<file path="src/rtl/bcd_scan_display.sv">
// Four-digit multiplexed seven-segment driver with frame-atomic digit
// snapshot, leading-zero blanking, per-digit decimal point and enable.
module bcd_scan_display #(
  parameter int unsigned SCAN_DIV = 50000
) (
  input  logic       clk,
  input  logic       rst,
  input  logic       en,
  input  logic       blank_lz,
  input  logic [3:0] d0,
  input  logic [3:0] d1,
  input  logic [3:0] d2,
  input  logic [3:0] d3,
  input  logic [3:0] dp_in,
  output logic [3:0] an,
  output logic [6:0] seg,
  output logic       dp
);

  localparam logic [15:0] LAST = 16'(SCAN_DIV - 1);

  logic [15:0]     r_cnt;
  logic [1:0]      r_sel;
  logic [3:0][3:0] r_dig;
  logic [3:0]      r_dpm;
  logic [3:0]      r_an;
  logic [6:0]      r_seg;
  logic            r_dp;

  logic       w_wrap;
  logic       w_frame;
  logic [3:0] w_digit;
  logic [6:0] w_dec;
  logic       w_blank;
  logic       w_z3;
  logic       w_z2;
  logic       w_z1;

  assign w_wrap  = (r_cnt == LAST);
  assign w_frame = w_wrap && (r_sel == 2'd3);
  assign w_digit = r_dig[r_sel];
  assign w_z3    = (r_dig[3] == 4'd0);
  assign w_z2    = (r_dig[2] == 4'd0);
  assign w_z1    = (r_dig[1] == 4'd0);

  always_comb begin
    w_dec = 7'b1111110;
    case (w_digit)
      4'd0:    w_dec = 7'b0000001;
      4'd1:    w_dec = 7'b1001111;
      4'd2:    w_dec = 7'b0010010;
      4'd3:    w_dec = 7'b0000110;
      4'd4:    w_dec = 7'b1001100;
      4'd5:    w_dec = 7'b0100100;
      4'd6:    w_dec = 7'b0100000;
      4'd7:    w_dec = 7'b0001111;
      4'd8:    w_dec = 7'b0000000;
      4'd9:    w_dec = 7'b0000100;
      default: w_dec = 7'b1111110;
    endcase
  end

  // Blanking looks only at the snapshot, so a frame stays self-consistent
  always_comb begin
    w_blank = 1'b0;
    unique case (r_sel)
      2'd0: w_blank = 1'b0;
      2'd1: w_blank = blank_lz && w_z3 && w_z2 && w_z1;
      2'd2: w_blank = blank_lz && w_z3 && w_z2;
      2'd3: w_blank = blank_lz && w_z3;
    endcase
  end

  always_ff @(posedge clk) begin
    if (rst) begin
      r_cnt <= '0;
      r_sel <= '0;
      r_dig <= '0;
      r_dpm <= '0;
      r_an  <= 4'b1111;
      r_seg <= 7'b1111111;
      r_dp  <= 1'b1;
    end else begin
      r_cnt <= w_wrap ? 16'd0 : r_cnt + 16'd1;
      if (w_wrap) r_sel <= r_sel + 2'd1;
      if (w_frame) begin
        r_dig <= {d3, d2, d1, d0};
        r_dpm <= dp_in;
      end
      r_an  <= en ? ~(4'b0001 << r_sel) : 4'b1111;
      r_seg <= w_blank ? 7'b1111111 : w_dec;
      r_dp  <= ~r_dpm[r_sel];
    end
  end

  assign an  = r_an;
  assign seg = r_seg;
  assign dp  = r_dp;

endmodule

</file>
<file path="config.mk">
export PLATFORM = sky130hd
export DESIGN_NAME = bcd_scan_display
export DESIGN_NICKNAME = d
export VERILOG_FILES = /design/src/rtl/bcd_scan_display.sv
export SDC_FILE = /design/constraint.sdc
export NUM_CORES = 1
export LEC_CHECK = 0
export ABC_AREA = 1
export ABC_CLOCK_PERIOD_IN_PS = 2350
export BUFFER_PORTS_ARGS = -buffer_cell sky130_fd_sc_hd__buf_2
export CAP_MARGIN = 15
export CELL_PAD_IN_SITES_DETAIL_PLACEMENT = 2
export CELL_PAD_IN_SITES_GLOBAL_PLACEMENT = 2
export CORE_ASPECT_RATIO = 0.5
export CORE_UTILIZATION = 35
export DETAILED_ROUTE_END_ITERATION = 8
export GPL_TIMING_DRIVEN = 0
export PLACE_DENSITY_LB_ADDON = 0.1
export SLEW_MARGIN = 20
export SYNTH_ARGS = -nofsm -noshare
export SYNTH_HDL_FRONTEND = slang
export SYNTH_SLANG_ARGS = --single-unit
</file>
<file path="constraint.sdc">
create_clock -name clk -period 2.35 [get_ports clk]
set_input_delay 0.1175 -clock clk [delete_from_list [all_inputs] [get_ports clk]]
set_output_delay 0.1175 -clock clk [all_outputs]
set_load 0.02 [all_outputs]
</file>
==> results of run 1 <==
## flip-flops by register name, summed over array words and instances (netlist names)
signal  count
r_cnt      16
r_dig      16
seg         7
an          4
r_dpm       4
r_sel       2
dp          1
## per-layer routing
metal	GRT usage, %	vias up
li1	-	1159
met1	25.6	1170
met2	41.0	20
met3	4.72	4
met4	6.35	0
met5	0	-
## final cells by class
class	count	area [µm²]	area share, %
Multi-Input combinational cell	235	1250	43.3
Timing Repair Buffer	34	170	5.90
Inverter	30	113	3.91
Buffer	14	96.3	3.34
Tap cell	92	115	3.99
Clock buffer	6	139	4.82
Sequential cell	50	1000	34.7
## power by group
group | internal (mW) | leakage [nW] | total [mW] | switching [mW]
registers | 0.858 | 0.406 | 0.862 | 0.00403
logic | 0.0256 | 0.666 | 0.0640 | 0.0384
clock network | 0.412 | 0.0688 | 0.721 | 0.308
## through the flow
| stage | instances | utilization [%] |
|---|---|---|
| CTS | 461 | 42.9 |
| detailed placement | 455 | 40.8 |
| finish | 461 | 42.9 |
| global route | 461 | 42.9 |
| floorplan | 329 | - |
| global placement | 455 | 40.8 |
## how the worst max path moves through the flow
stage          startpoint      to  cells after the start
2_1_floorplan    r_sel[0]  seg[3]                     11
6_report         r_sel[0]  seg[3]                     11
3_3_place_gp     r_sel[0]  seg[3]                     11
3_5_place_dp     r_sel[0]  seg[3]                     11
5_1_grt          r_sel[0]  seg[3]                     11
4_1_cts          r_sel[0]  seg[3]                     11
## cell usage in the layout (no fill, tap or decap)
master                      instances
sky130_fd_sc_hd__a21oi_1           30
sky130_fd_sc_hd__nor2_1            25
sky130_fd_sc_hd__xor2_1             4
sky130_fd_sc_hd__inv_1             22
sky130_fd_sc_hd__nor2_4             2
sky130_fd_sc_hd__o22ai_1            1
sky130_fd_sc_hd__dfxtp_1           50
sky130_fd_sc_hd__nand2_1           84
sky130_fd_sc_hd__nand3b_1           2
sky130_fd_sc_hd__nor3b_1            1
sky130_fd_sc_hd__clkbuf_8           1
sky130_fd_sc_hd__nor3_1             5
sky130_fd_sc_hd__clkbuf_1           5
sky130_fd_sc_hd__xnor2_1            2
sky130_fd_sc_hd__nand3_2            3
sky130_fd_sc_hd__nand3b_4           1
sky130_fd_sc_hd__inv_2              8
sky130_fd_sc_hd__buf_2             36
sky130_fd_sc_hd__nand3_1           26
sky130_fd_sc_hd__buf_6              4
sky130_fd_sc_hd__o21ai_0            3
sky130_fd_sc_hd__nand4_1           25
sky130_fd_sc_hd__clkbuf_16          5
sky130_fd_sc_hd__buf_4              3
sky130_fd_sc_hd__o21ai_1            1
sky130_fd_sc_hd__or2_2              1
sky130_fd_sc_hd__ha_1              12
sky130_fd_sc_hd__nor3_2             1
sky130_fd_sc_hd__nand2_2            5
sky130_fd_sc_hd__or2_0              1
## worst max-delay path, stage by stage, from the launching register on
cell                      delay, ns
sky130_fd_sc_hd__dfxtp_1       0.46
sky130_fd_sc_hd__buf_4         0.23
sky130_fd_sc_hd__or2_0         0.12
sky130_fd_sc_hd__nand3_1       0.07
sky130_fd_sc_hd__nand2_1       0.20
sky130_fd_sc_hd__inv_1         0.15
sky130_fd_sc_hd__ha_1          0.30
sky130_fd_sc_hd__nand3_1       0.10
sky130_fd_sc_hd__nand3_1       0.10
sky130_fd_sc_hd__nand2_1       0.07
sky130_fd_sc_hd__inv_1         0.05
sky130_fd_sc_hd__nand2_1       0.06
## cell families (layout without fill, tap and decap cells)
kind of cell / after synthesis / after routing / synth area share, %
AND/OR/NAND/NOR: 182 / 182 / 35.4
flip-flops: 50 / 50 / 40.7
buffers and inverters: 44 / 84 / 8.50
AO/OA/AOI/OAI: 35 / 35 / 7.18
adder cells (fa/ha/maj): 12 / 12 / 6.11
XOR/XNOR: 6 / 6 / 2.14
==> tab_implementation.tex, run 1 <==
\begin{tabular}{lr}
\hline
Metric & Value \\
\hline
\multicolumn{2}{l}{\textbf{Logic synthesis}} \\
\quad Ys Warns & 0 \\
\quad Mean Syn Cell Area & 7.47 µm² \\
\quad Cell types with the highest counts after synthesis & 84 x sky130\_fd\_sc\_hd\_\_nand2\_1, 50 x sky130\_fd\_sc\_hd\_\_dfxtp\_1, 30 x sky130\_fd\_sc\_hd\_\_a21oi\_1, 26 x sky130\_fd\_sc\_hd\_\_nand3\_1 \\
\quad Most used flip-flop cell after synthesis & sky130\_fd\_sc\_hd\_\_dfxtp\_1 \\
\quad Synth Cell Area & 2460 µm² \\
\quad Post-synthesis cell count & 329 \\
\quad Synth area leader & sky130\_fd\_sc\_hd\_\_dfxtp\_1 \\
\quad Net count of the mapped netlist & 365 \\
\quad Leading cell types by total area after synthesis & sky130\_fd\_sc\_hd\_\_dfxtp\_1 41\%, sky130\_fd\_sc\_hd\_\_nand2\_1 13\%, sky130\_fd\_sc\_hd\_\_nand4\_1 6.4\% \\
\quad Count of unique library cells instantiated by Yosys & 28 \\
\quad Proportion of register bits with asynchronous set or reset after synthesis & 0\% \\
\quad Number of synthesized flops with an enable pin & 0 \\
\quad Cell with the most instances after synthesis & sky130\_fd\_sc\_hd\_\_nand2\_1 \\
\quad Sequential area share after synthesis & 40.7\% \\
\quad Fraction of synthesized cell area taken by the top area cell type & 40.7\% \\
\quad Yosys reg bits & 50 \\
\multicolumn{2}{l}{\textbf{Clock tree}} \\
\quad Cell at the root of the clock tree & sky130\_fd\_sc\_hd\_\_clkbuf\_16 \\
\quad TritonCTS clock tree & built \\
\quad Cts-stage hold buffer count & 0 \\
\quad Number of CTS-inserted buffers & 5 \\
\quad Clock sink total & 50 \\
\quad Post-CTS sizing & 0 \\
\quad Clock-pin slew of the registers on the worst-case setup and hold paths & 0.06 ns \\
\quad Setup fix buffers added after clock tree synthesis & 0 \\
\quad Buffer depth of the longest clock path & 2 \\
\quad H-tree Lvls & 2 \\
\quad Insertion delay to the later sink of the worst-skew pair & 0.29 ns \\
\multicolumn{2}{l}{\textbf{STA}} \\
\quad Slew at the pin with the worst max-slew slack & 0.556 ns \\
\quad Worst-case hold slack & 0.106 ns \\
\quad Unrepaired setup endpoints after global routing & no \\
\quad Final Worst Setup Slack & 0.292 ns \\
\quad Headroom to the max-slew limit & 62.9\% \\
\quad Final critical delay including setup and external delays & 2.06 ns \\
\quad Portion of the clock cycle consumed by the worst path in the final layout & 87.6\% \\
\quad Maximum clock frequency & 486 MHz \\
\quad Final count of pins violating max slew & 0 \\
\quad Setup TNS after final layout & 0 ns \\
\quad Number of hold violations in the final report & 0 \\
\quad Max Clock Skew & 0.00673 ns \\
\quad Total setup violations reported at the end of the flow & 0 \\
\multicolumn{2}{l}{\textbf{Routing}} \\
\quad Uppermost metal layer occupied by signal nets & met4 \\
\quad DRT Wirelength & 7480 µm \\
\quad WL per Instance & 16.2 µm \\
\quad Number of DRC violations after detailed-routing iteration 0 & 70 \\
\quad Via-per-instance ratio & 5.10 \\
\quad Met2 wire length & 3720 µm \\
\quad WL met1 & 3540 µm \\
\quad Detailed-route via count & 2353 \\
\quad Detailed route wirelength on metal3 & 168 µm \\
\quad DRC errors left & 0 \\
\quad Final ANT Viol Nets & 0 \\
\quad Number of search-and-repair iterations in the first detailed-routing pass & 4 \\
\multicolumn{2}{l}{\textbf{Cells and area}} \\
\quad Signed area change from the synthesized netlist to the final layout & 17.3\% \\
\quad Post-route cell area & 2880 µm² \\
\quad Final nets & 406 \\
\quad Filler cells & 813 \\
\quad Number of antenna repair diodes & 0 \\
\quad Fraction of final layout cells sized beyond drive strength 1 & 19.0\% \\
\multicolumn{2}{l}{\textbf{Floorplan}} \\
\quad Count of boundary I/O pins & 36 \\
\quad Die Height & 61.3 µm \\
\quad Floorplan die width & 121 µm \\
\quad Total die area & 7380 µm² \\
\quad Num rows & 21 \\
\quad Placeable core region & 6730 µm² \\
\quad Initial standard-cell utilization of the core & 36.6\% \\
\multicolumn{2}{l}{\textbf{Worst setup path}} \\
\quad Element type at the critical path start & flip-flop \\
\quad Startpoint of the worst register-to-register path & r\_sel[0] \\
\quad Worst Reg2Reg Path Length in Cells & 11 \\
\quad Reg-to-Reg End & seg[3] \\
\quad CP Class & reg2reg \\
\quad Worst R2R Setup Slack & 0.29 ns \\
\quad Data required time at the worst endpoint & 2.50 ns \\
\quad Critical Path End Type & flip-flop \\
\quad Worst-path fanout max & 10 \\
\quad Worst EP arrival & 2.20 ns \\
\multicolumn{2}{l}{\textbf{Min path}} \\
\quad Worst hold stages & 3 \\
\quad Class of the tightest hold or removal check & in2reg \\
\quad Hold path startpoint & d3[1] \\
\quad Hold Path Sink & r\_dig[13] \\
\multicolumn{2}{l}{\textbf{Placement}} \\
\quad Input/output buffers & 34 \\
\quad Half-perimeter wire length after detailed placement & 5560 µm \\
\quad Setup WS pre-CTS & 0.315 ns \\
\quad Global placer's final weighted congestion & 0.778 \\
\quad Placed standard-cell area & 2740 µm² \\
\multicolumn{2}{l}{\textbf{GRT}} \\
\quad Global-route wire length before repair & 12000 µm \\
\quad Overflow left after global routing & 0 \\
\quad Maximum number of pins on one net before global-route repair & 14 \\
\quad Tot GR Track Use & 21.7\% \\
\quad Vias in the first global route & 2462 \\
\quad Number of antenna violations at the first check in global routing & 0 \\
\multicolumn{2}{l}{\textbf{Pwr}} \\
\quad PwrDens & 571 nW/µm² \\
\quad Worst VDD drop & 0.000255 V \\
\quad Leakage & 1.14 nW \\
\quad Power Total & 1.65 mW \\
\multicolumn{2}{l}{\textbf{Job}} \\
\quad Maximum capacitance violations & 0 \\
\multicolumn{2}{l}{\textbf{Run status}} \\
\quad Run status & complete, no violations \\
\hline
\end{tabular}
Note: power is estimated with default switching activity, not from simulation.
==> run 2, diff against run 1 <==
--- a/config.mk
+++ b/config.mk
@@ -15,7 +15,7 @@
 export CORE_UTILIZATION = 35
 export DETAILED_ROUTE_END_ITERATION = 8
 export GPL_TIMING_DRIVEN = 0
-export PLACE_DENSITY_LB_ADDON = 0.1
+export PLACE_DENSITY = 0.86
 export SLEW_MARGIN = 20
 export SYNTH_ARGS = -nofsm -noshare
 export SYNTH_HDL_FRONTEND = slang
==> run 2 against run 1 <==
Routed wire length increased by 7.0%. Via count increased by 1.7%. Non-clock buffer count stayed put. Utilization rose by 0.19 points. Die area is the same. Critical endpoint unchanged.
==> tab_implementation.tex, run 2 (synthesis gave the netlist of run 1 again) <==
\begin{tabular}{lr}
\hline
Metric & Value \\
\hline
\multicolumn{2}{l}{\textbf{Cells and area}} \\
\quad Post-route non-filler standard cell count & 463 (+0.43\%) \\
\quad Final nets & 406 (unchanged) \\
\quad Signed area change from the synthesized netlist to the final layout & 17.8\% \\
\quad Most common library cell in the layout ignoring fill and taps & sky130\_fd\_sc\_hd\_\_nand2\_1 \\
\quad Final Core Density & 43.0\% (+0.19 points) \\
\quad Number of antenna repair diodes & 0 (unchanged) \\
\quad Fraction of final layout cells sized beyond drive strength 1 & 19.4\% (+0.44 points) \\
\quad Commonest non-fill, non-tap cells in the layout & 84 x sky130\_fd\_sc\_hd\_\_nand2\_1, 50 x sky130\_fd\_sc\_hd\_\_dfxtp\_1, 36 x sky130\_fd\_sc\_hd\_\_buf\_2 \\
\multicolumn{2}{l}{\textbf{Floorplan}} \\
\quad Die Height & 61.3 µm (unchanged) \\
\quad Placeable core region & 6730 µm² (unchanged) \\
\quad Num rows & 21 (unchanged) \\
\quad Initial standard-cell utilization of the core & 36.6\% (unchanged) \\
\quad Total die area & 7380 µm² (unchanged) \\
\quad Count of boundary I/O pins & 36 (unchanged) \\
\quad Floorplan die width & 121 µm (unchanged) \\
\multicolumn{2}{l}{\textbf{Pwr}} \\
\quad Switch share & 23.0\% (+1.7 points) \\
\quad Comb power frac & 3.9\% (about the same) \\
\quad Clock network power share & 45.3\% (+1.5 points) \\
\quad Worst VDD drop & 0.000267 V (+4.6\%) \\
\quad PwrDens & 586 nW/µm² (+2.6\%) \\
\quad Cell internal pwr & 1.31 mW (+0.79\%) \\
\quad Leakage & 1.14 nW (+0.36\%) \\
\quad Sequential fraction of design power & 50.8\% (-1.5 points) \\
\quad Power spent charging and discharging nets & 0.391 mW (+11\%) \\
\multicolumn{2}{l}{\textbf{STA}} \\
\quad Final count of pins violating max slew & 0 (unchanged) \\
\quad Total setup violations reported at the end of the flow & 0 (unchanged) \\
\quad Max Clock Skew & 0.00628 ns (-0.000451 ns) \\
\quad Setup TNS after final layout & 0 ns (unchanged) \\
\quad Number of hold violations in the final report & 0 (unchanged) \\
\quad Unrepaired setup endpoints after global routing & no \\
\quad Slew at the pin with the worst max-slew slack & 0.558 ns (+0.00234 ns) \\
\quad Final critical delay including setup and external delays & 2.01 ns (-0.0523 ns) \\
\quad Final Worst Setup Slack & 0.344 ns (+0.0523 ns) \\
\quad Portion of the clock cycle consumed by the worst path in the final layout & 85.3\% (-2.2 points) \\
\quad Headroom to the max-slew limit & 62.8\% (-0.16 points) \\
\quad Worst-case hold slack & 0.0991 ns (-0.00728 ns) \\
\quad Maximum clock frequency & 499 MHz (+2.6\%) \\
\multicolumn{2}{l}{\textbf{Clock tree}} \\
\quad H-tree Lvls & 2 (unchanged) \\
\quad Cell at the root of the clock tree & sky130\_fd\_sc\_hd\_\_clkbuf\_16 \\
\quad Number of CTS-inserted buffers & 5 (unchanged) \\
\quad Post-CTS sizing & 0 (unchanged) \\
\quad Insertion delay to the later sink of the worst-skew pair & 0.30 ns (about the same) \\
\quad Cts-stage hold buffer count & 0 (unchanged) \\
\quad Clock-pin slew of the registers on the worst-case setup and hold paths & 0.07 ns (about the same) \\
\quad Clock sink total & 50 (unchanged) \\
\quad Buffer depth of the longest clock path & 2 (unchanged) \\
\quad Setup fix buffers added after clock tree synthesis & 0 (unchanged) \\
\quad TritonCTS clock tree & built \\
\multicolumn{2}{l}{\textbf{Worst setup path}} \\
\quad Critical Path Slowest Stage Cell & sky130\_fd\_sc\_hd\_\_dfxtp\_1 \\
\quad Reg-to-Reg End & seg[3] \\
\quad Delay of the slowest critical-path stage & 0.45 ns (about the same) \\
\quad Startpoint of the worst register-to-register path & r\_sel[0] \\
\quad Worst-path fanout max & 10 (unchanged) \\
\quad Data required time at the worst endpoint & 2.52 ns (+0.02 ns) \\
\quad Critical Path End Type & flip-flop \\
\quad Worst Reg2Reg Path Length in Cells & 11 (unchanged) \\
\quad Element type at the critical path start & flip-flop \\
\quad CP Class & reg2reg \\
\quad Worst R2R Setup Slack & 0.34 ns (+0.05 ns) \\
\quad Worst EP arrival & 2.18 ns (-0.02 ns) \\
\quad Series of cell instances along the critical path & buf\_4 -> or2\_0 -> nand3\_1 -> nand2\_1 -> inv\_1 -> ha\_1 -> nand3\_1 -> nand3\_1 -> nand2\_1 -> inv\_1 -> nand2\_1 \\
\multicolumn{2}{l}{\textbf{Min path}} \\
\quad Class of the tightest hold or removal check & in2reg \\
\quad Hold path startpoint & d2[2] \\
\quad Hold Path Sink & r\_dig[10] \\
\quad Worst hold stages & 3 (unchanged) \\
\multicolumn{2}{l}{\textbf{Routing}} \\
\quad DRT Wirelength & 8000 µm (+7.0\%) \\
\quad DRC errors left & 0 (unchanged) \\
\quad Detailed-route via count & 2393 (+1.7\%) \\
\quad Via-per-instance ratio & 5.17 (+1.3\%) \\
\quad Final ANT Viol Nets & 0 (unchanged) \\
\quad WL per Instance & 17.3 µm (+6.5\%) \\
\quad Number of DRC violations after detailed-routing iteration 0 & 71 (+1.4\%) \\
\quad Number of search-and-repair iterations in the first detailed-routing pass & 4 (unchanged) \\
\multicolumn{2}{l}{\textbf{GRT}} \\
\quad Maximum number of pins on one net before global-route repair & 16 (+2) \\
\quad Number of antenna violations at the first check in global routing & 0 (unchanged) \\
\quad Vias in the first global route & 2597 (+5.5\%) \\
\quad Overflow left after global routing & 0 (unchanged) \\
\quad Tot GR Track Use & 23.5\% (+1.8 points) \\
\quad Global-route wire length before repair & 13000 µm (+8.8\%) \\
\multicolumn{2}{l}{\textbf{Placement}} \\
\quad Placed Instances & 455 (unchanged) \\
\quad Half-perimeter wire length after detailed placement & 5840 µm (+5.0\%) \\
\quad Input/output buffers & 34 (unchanged) \\
\quad Setup WS pre-CTS & 0.334 ns (+0.0196 ns) \\
\quad Global placer's final weighted congestion & 0.791 (+1.6\%) \\
\multicolumn{2}{l}{\textbf{Run status}} \\
\quad Run status & complete, no violations \\
\multicolumn{2}{l}{\textbf{Job}} \\
\quad Maximum capacitance violations & 0 (unchanged) \\
\hline
\end{tabular}
run 2: worst max-delay path by stage:
stage               slack (ns)  depth (start not counted)      to      from
global route              0.16                         11  seg[3]  r_sel[0]
detailed placement        0.33                         11  seg[3]  r_sel[0]
floorplan                 0.73                         11  seg[3]  r_sel[0]
finish                    0.34                         11  seg[3]  r_sel[0]
global placement          0.43                         11  seg[3]  r_sel[0]
CTS                       0.34                         11  seg[3]  r_sel[0]
run 2: routing by layer:
metal  track usage [%]  vias to the layer above  part of all wire [%]
met5                 0                        -                     0
met4              8.47                        0                   1.7
met3              4.91                       11                   2.3
met2              44.3                       31                    50
met1              27.4                     1192                    46
li1                  -                     1159                     -
run 2: final cells by class:
cell class | count | area, µm²
clock inverters | 2 | 12.5
multi-input cells | 235 | 1250
well taps | 92 | 115
flip-flops and latches | 50 | 1000
inverters | 30 | 113
clock buffers | 6 | 139
plain buffers | 14 | 96.3
repair buffers | 34 | 170
fillers | 809 | 3830
run 2: metrics by stage:
stage / area (µm²) / total power, mW
finish: 2900 / 1.70
global route: 2900 / 1.74
CTS: 2900 / 1.70
detailed placement: 2740 / 0.948
global placement: 2740 / 0.943
floorplan: 2460 / 0.912
run 2: power by group through the flow:
stage          clock (mW)  sequential [mW]  combinational [mW]
2_1_floorplan           0            0.889              0.0221
5_1_grt             0.805            0.863              0.0730
4_1_cts             0.774            0.862              0.0681
3_5_place_dp            0            0.882              0.0664
6_report            0.768            0.862              0.0669
3_3_place_gp            0            0.881              0.0624
run 2: critical path: cells and delay by family (launching register included):
kind          cells  cell delay [ns]
simple gates      7             0.72
fa+ha+maj         1             0.29
buf+inv           3             0.40
flops             1             0.45
==> run 3, diff against run 2 <==
--- a/config.mk
+++ b/config.mk
@@ -12,6 +12,7 @@
 export CELL_PAD_IN_SITES_DETAIL_PLACEMENT = 2
 export CELL_PAD_IN_SITES_GLOBAL_PLACEMENT = 2
 export CORE_ASPECT_RATIO = 0.5
+export CORE_MARGIN = 5
 export CORE_UTILIZATION = 35
 export DETAILED_ROUTE_END_ITERATION = 8
 export GPL_TIMING_DRIVEN = 0
==> run 3 against run 2 <==
Worst setup slack worse by 0.062 ns. Combinational power is 2% lower. Count of clock-buffer cells in the layout is 1 lower. Clock power is 5.7% lower. Design area shrank 0.39%. Sequential power about the same. Non-clock buffer count did not move. Die area increased by 21%. Maximum frequency shrank 3.0%. Via count fell by 0.33%. Final cell count decreased by 0.22%. First-iteration DRC count increased by 58%. Critical path type unchanged. Largest power group unchanged. Highest routed layer unchanged.
==> tab_implementation.tex, run 3 (synthesis gave the netlist of run 1 again) <==
\begin{tabular}{lr}
\hline
Metric & Value \\
\hline
\multicolumn{2}{l}{\textbf{Cells and area}} \\
\quad Fraction of final layout cells sized beyond drive strength 1 & 19.2\% (-0.22 points) \\
\quad Number of antenna repair diodes & 0 (unchanged) \\
\quad Most common library cell in the layout ignoring fill and taps & sky130\_fd\_sc\_hd\_\_nand2\_1 \\
\quad Final Core Density & 42.7\% (-0.33 points) \\
\quad Signed area change from the synthesized netlist to the final layout & 17.3\% \\
\quad Post-route cell area & 2880 µm² (-0.39\%) \\
\quad Final nets & 406 (unchanged) \\
\quad Commonest non-fill, non-tap cells in the layout & 84 x sky130\_fd\_sc\_hd\_\_nand2\_1, 50 x sky130\_fd\_sc\_hd\_\_dfxtp\_1, 36 x sky130\_fd\_sc\_hd\_\_buf\_2 \\
\multicolumn{2}{l}{\textbf{GRT}} \\
\quad Global-route wire length before repair & 13800 µm (+6.2\%) \\
\quad Overflow left after global routing & 0 (unchanged) \\
\quad Vias in the first global route & 2652 (+2.1\%) \\
\quad Maximum number of pins on one net before global-route repair & 16 (unchanged) \\
\quad Number of antenna violations at the first check in global routing & 0 (unchanged) \\
\quad Tot GR Track Use & 19.3\% (-4.2 points) \\
\multicolumn{2}{l}{\textbf{Routing}} \\
\quad Final ANT Viol Nets & 0 (unchanged) \\
\quad Via-per-instance ratio & 5.16 (-0.12\%) \\
\quad WL met1 & 3670 µm (about the same) \\
\quad WL per Instance & 17.9 µm (+3.8\%) \\
\quad Number of DRC violations after detailed-routing iteration 0 & 112 (+58\%) \\
\quad DRC errors left & 0 (unchanged) \\
\quad Number of search-and-repair iterations in the first detailed-routing pass & 4 (unchanged) \\
\quad Uppermost metal layer occupied by signal nets & met4 \\
\quad Detailed-route via count & 2385 (-0.33\%) \\
\quad Detailed route wirelength on metal3 & 252 µm (+40\%) \\
\quad DRT Wirelength & 8280 µm (+3.6\%) \\
\quad Met2 wire length & 4300 µm (+7.0\%) \\
\multicolumn{2}{l}{\textbf{STA}} \\
\quad Final count of pins violating max slew & 0 (unchanged) \\
\quad Headroom to the max-slew limit & 62.7\% (-0.068 points) \\
\quad Unrepaired setup endpoints after global routing & no \\
\quad Maximum clock frequency & 484 MHz (-3.0\%) \\
\quad Slew at the pin with the worst max-slew slack & 0.559 ns (+0.00101 ns) \\
\quad Max Clock Skew & 0.00624 ns (-0.0000386 ns) \\
\quad Setup TNS after final layout & 0 ns (unchanged) \\
\quad Total setup violations reported at the end of the flow & 0 (unchanged) \\
\quad Portion of the clock cycle consumed by the worst path in the final layout & 88.0\% (+2.7 points) \\
\quad Final critical delay including setup and external delays & 2.07 ns (+0.0623 ns) \\
\quad Worst-case hold slack & 0.0962 ns (-0.00292 ns) \\
\quad Number of hold violations in the final report & 0 (unchanged) \\
\multicolumn{2}{l}{\textbf{Pwr}} \\
\quad Worst VDD drop & 0.000293 V (+9.6\%) \\
\quad Power spent charging and discharging nets & 0.379 mW (-2.9\%) \\
\quad PwrDens & 573 nW/µm² (-2.3\%) \\
\quad Cell internal pwr & 1.27 mW (-2.6\%) \\
\quad Clock network power share & 43.9\% (-1.4 points) \\
\quad Comb power frac & 4.0\% (about the same) \\
\quad Sequential fraction of design power & 52.2\% (+1.4 points) \\
\quad Switch share & 23.0\% (-0.063 points) \\
\quad Leakage & 1.13 nW (-0.96\%) \\
\multicolumn{2}{l}{\textbf{Job}} \\
\quad Maximum capacitance violations & 0 (unchanged) \\
\multicolumn{2}{l}{\textbf{Clock tree}} \\
\quad Number of CTS-inserted buffers & 5 (unchanged) \\
\quad Clock sink total & 50 (unchanged) \\
\quad Post-CTS sizing & 0 (unchanged) \\
\quad Clock-pin slew of the registers on the worst-case setup and hold paths & 0.07 ns (about the same) \\
\quad TritonCTS clock tree & built \\
\quad Buffer depth of the longest clock path & 2 (unchanged) \\
\quad Setup fix buffers added after clock tree synthesis & 0 (unchanged) \\
\quad Cell at the root of the clock tree & sky130\_fd\_sc\_hd\_\_clkbuf\_16 \\
\quad H-tree Lvls & 2 (unchanged) \\
\quad Insertion delay to the later sink of the worst-skew pair & 0.29 ns (about the same) \\
\quad Cts-stage hold buffer count & 0 (unchanged) \\
\multicolumn{2}{l}{\textbf{Worst setup path}} \\
\quad Series of cell instances along the critical path & buf\_4 -> or2\_0 -> nand3\_1 -> nand2\_1 -> inv\_1 -> ha\_1 -> inv\_1 -> nand3\_1 -> nand3\_1 -> nand2\_1 -> inv\_1 -> nand2\_1 \\
\quad Data required time at the worst endpoint & 2.52 ns (about the same) \\
\quad Element type at the critical path start & flip-flop \\
\quad Critical Path Slowest Stage Cell & sky130\_fd\_sc\_hd\_\_dfxtp\_1 \\
\quad Worst-path fanout max & 10 (unchanged) \\
\quad Critical Path End Type & flip-flop \\
\quad CP Class & reg2reg \\
\quad Delay of the slowest critical-path stage & 0.46 ns (about the same) \\
\quad Worst EP arrival & 2.23 ns (+0.05 ns) \\
\multicolumn{2}{l}{\textbf{Min path}} \\
\quad Class of the tightest hold or removal check & in2reg \\
\multicolumn{2}{l}{\textbf{Floorplan}} \\
\quad Initial standard-cell utilization of the core & 36.4\% (-0.14 points) \\
\quad Num rows & 21 (unchanged) \\
\quad Placeable core region & 6750 µm² (+0.39\%) \\
\quad Count of boundary I/O pins & 36 (unchanged) \\
\quad Die Height & 69.3 µm (+13\%) \\
\quad Floorplan die width & 129 µm (+6.6\%) \\
\quad Total die area & 8900 µm² (+21\%) \\
\multicolumn{2}{l}{\textbf{Placement}} \\
\quad Global placer's final weighted congestion & 0.797 (+0.73\%) \\
\quad Input/output buffers & 34 (unchanged) \\
\quad Half-perimeter wire length after detailed placement & 5760 µm (-1.3\%) \\
\quad Placed standard-cell area & 2740 µm² (unchanged) \\
\multicolumn{2}{l}{\textbf{Run status}} \\
\quad Run status & complete, no violations \\
\hline
\end{tabular}
==> run 3: cell count changes in the layout (fill, tap and decap cells not counted), sizes merged <==
cell / change
clkbuf: -1
clkinv: -1
clkinvlp: +1
==> run 3: final timing paths <==
kind            start        to  slack, ns  cells past startpoint
max          r_sel[0]    seg[6]       0.28                     12
min             d1[2]  r_dig[6]        0.1                      3
max reg2reg  r_sel[0]    seg[6]       0.28                     12
min reg2reg  r_cnt[0]  r_cnt[0]       0.45                      1
==> run 3: power groups by stage <==
stage               combinational (mW)  sequential, mW  clock (mW)
CTS                             0.0671           0.862       0.742
floorplan                       0.0221           0.889           0
global placement                0.0627           0.881           0
finish                          0.0654           0.862       0.724
detailed placement              0.0667           0.881           0
global route                    0.0729           0.863       0.779
==> run 3: cell type report <==
type                            count  area (µm²)
Tap cell                           92         115
Sequential cell                    50        1000
Buffer                             14        96.3
Multi-Input combinational cell    235        1250
Timing Repair Buffer               34         170
Fill cell                         798        3870
Clock buffer                        5         125
Inverter                           30         113
Clock inverter                      2        15.0
==> run 3: per-layer routing <==
layer / up-vias / global-route usage (%)
met1: 1190 / 22.9
li1: 1157 / -
met5: - / 0
met4: 0 / 4.19
met2: 29 / 34.6
met3: 9 / 5.31
==> run 3: through the flow <==
stage / power (mW) / setup slack [ns] / instances
6_report: 1.65 / 0.282 / 462
5_1_grt: 1.71 / 0.122 / 462
4_1_cts: 1.67 / 0.279 / 462
3_5_place_dp: 0.948 / 0.311 / 455
3_3_place_gp: 0.943 / 0.423 / 455
2_1_floorplan: 0.912 / 0.735 / 329
==> run 3: worst max-delay path, delay by kind of cell, from the launching register on <==
family / cells / cell delay (ns)
and+or+nand+nor: 7 / 0.75
buffers and inverters: 4 / 0.49
adders and majority gates: 1 / 0.25
DFF: 1 / 0.46
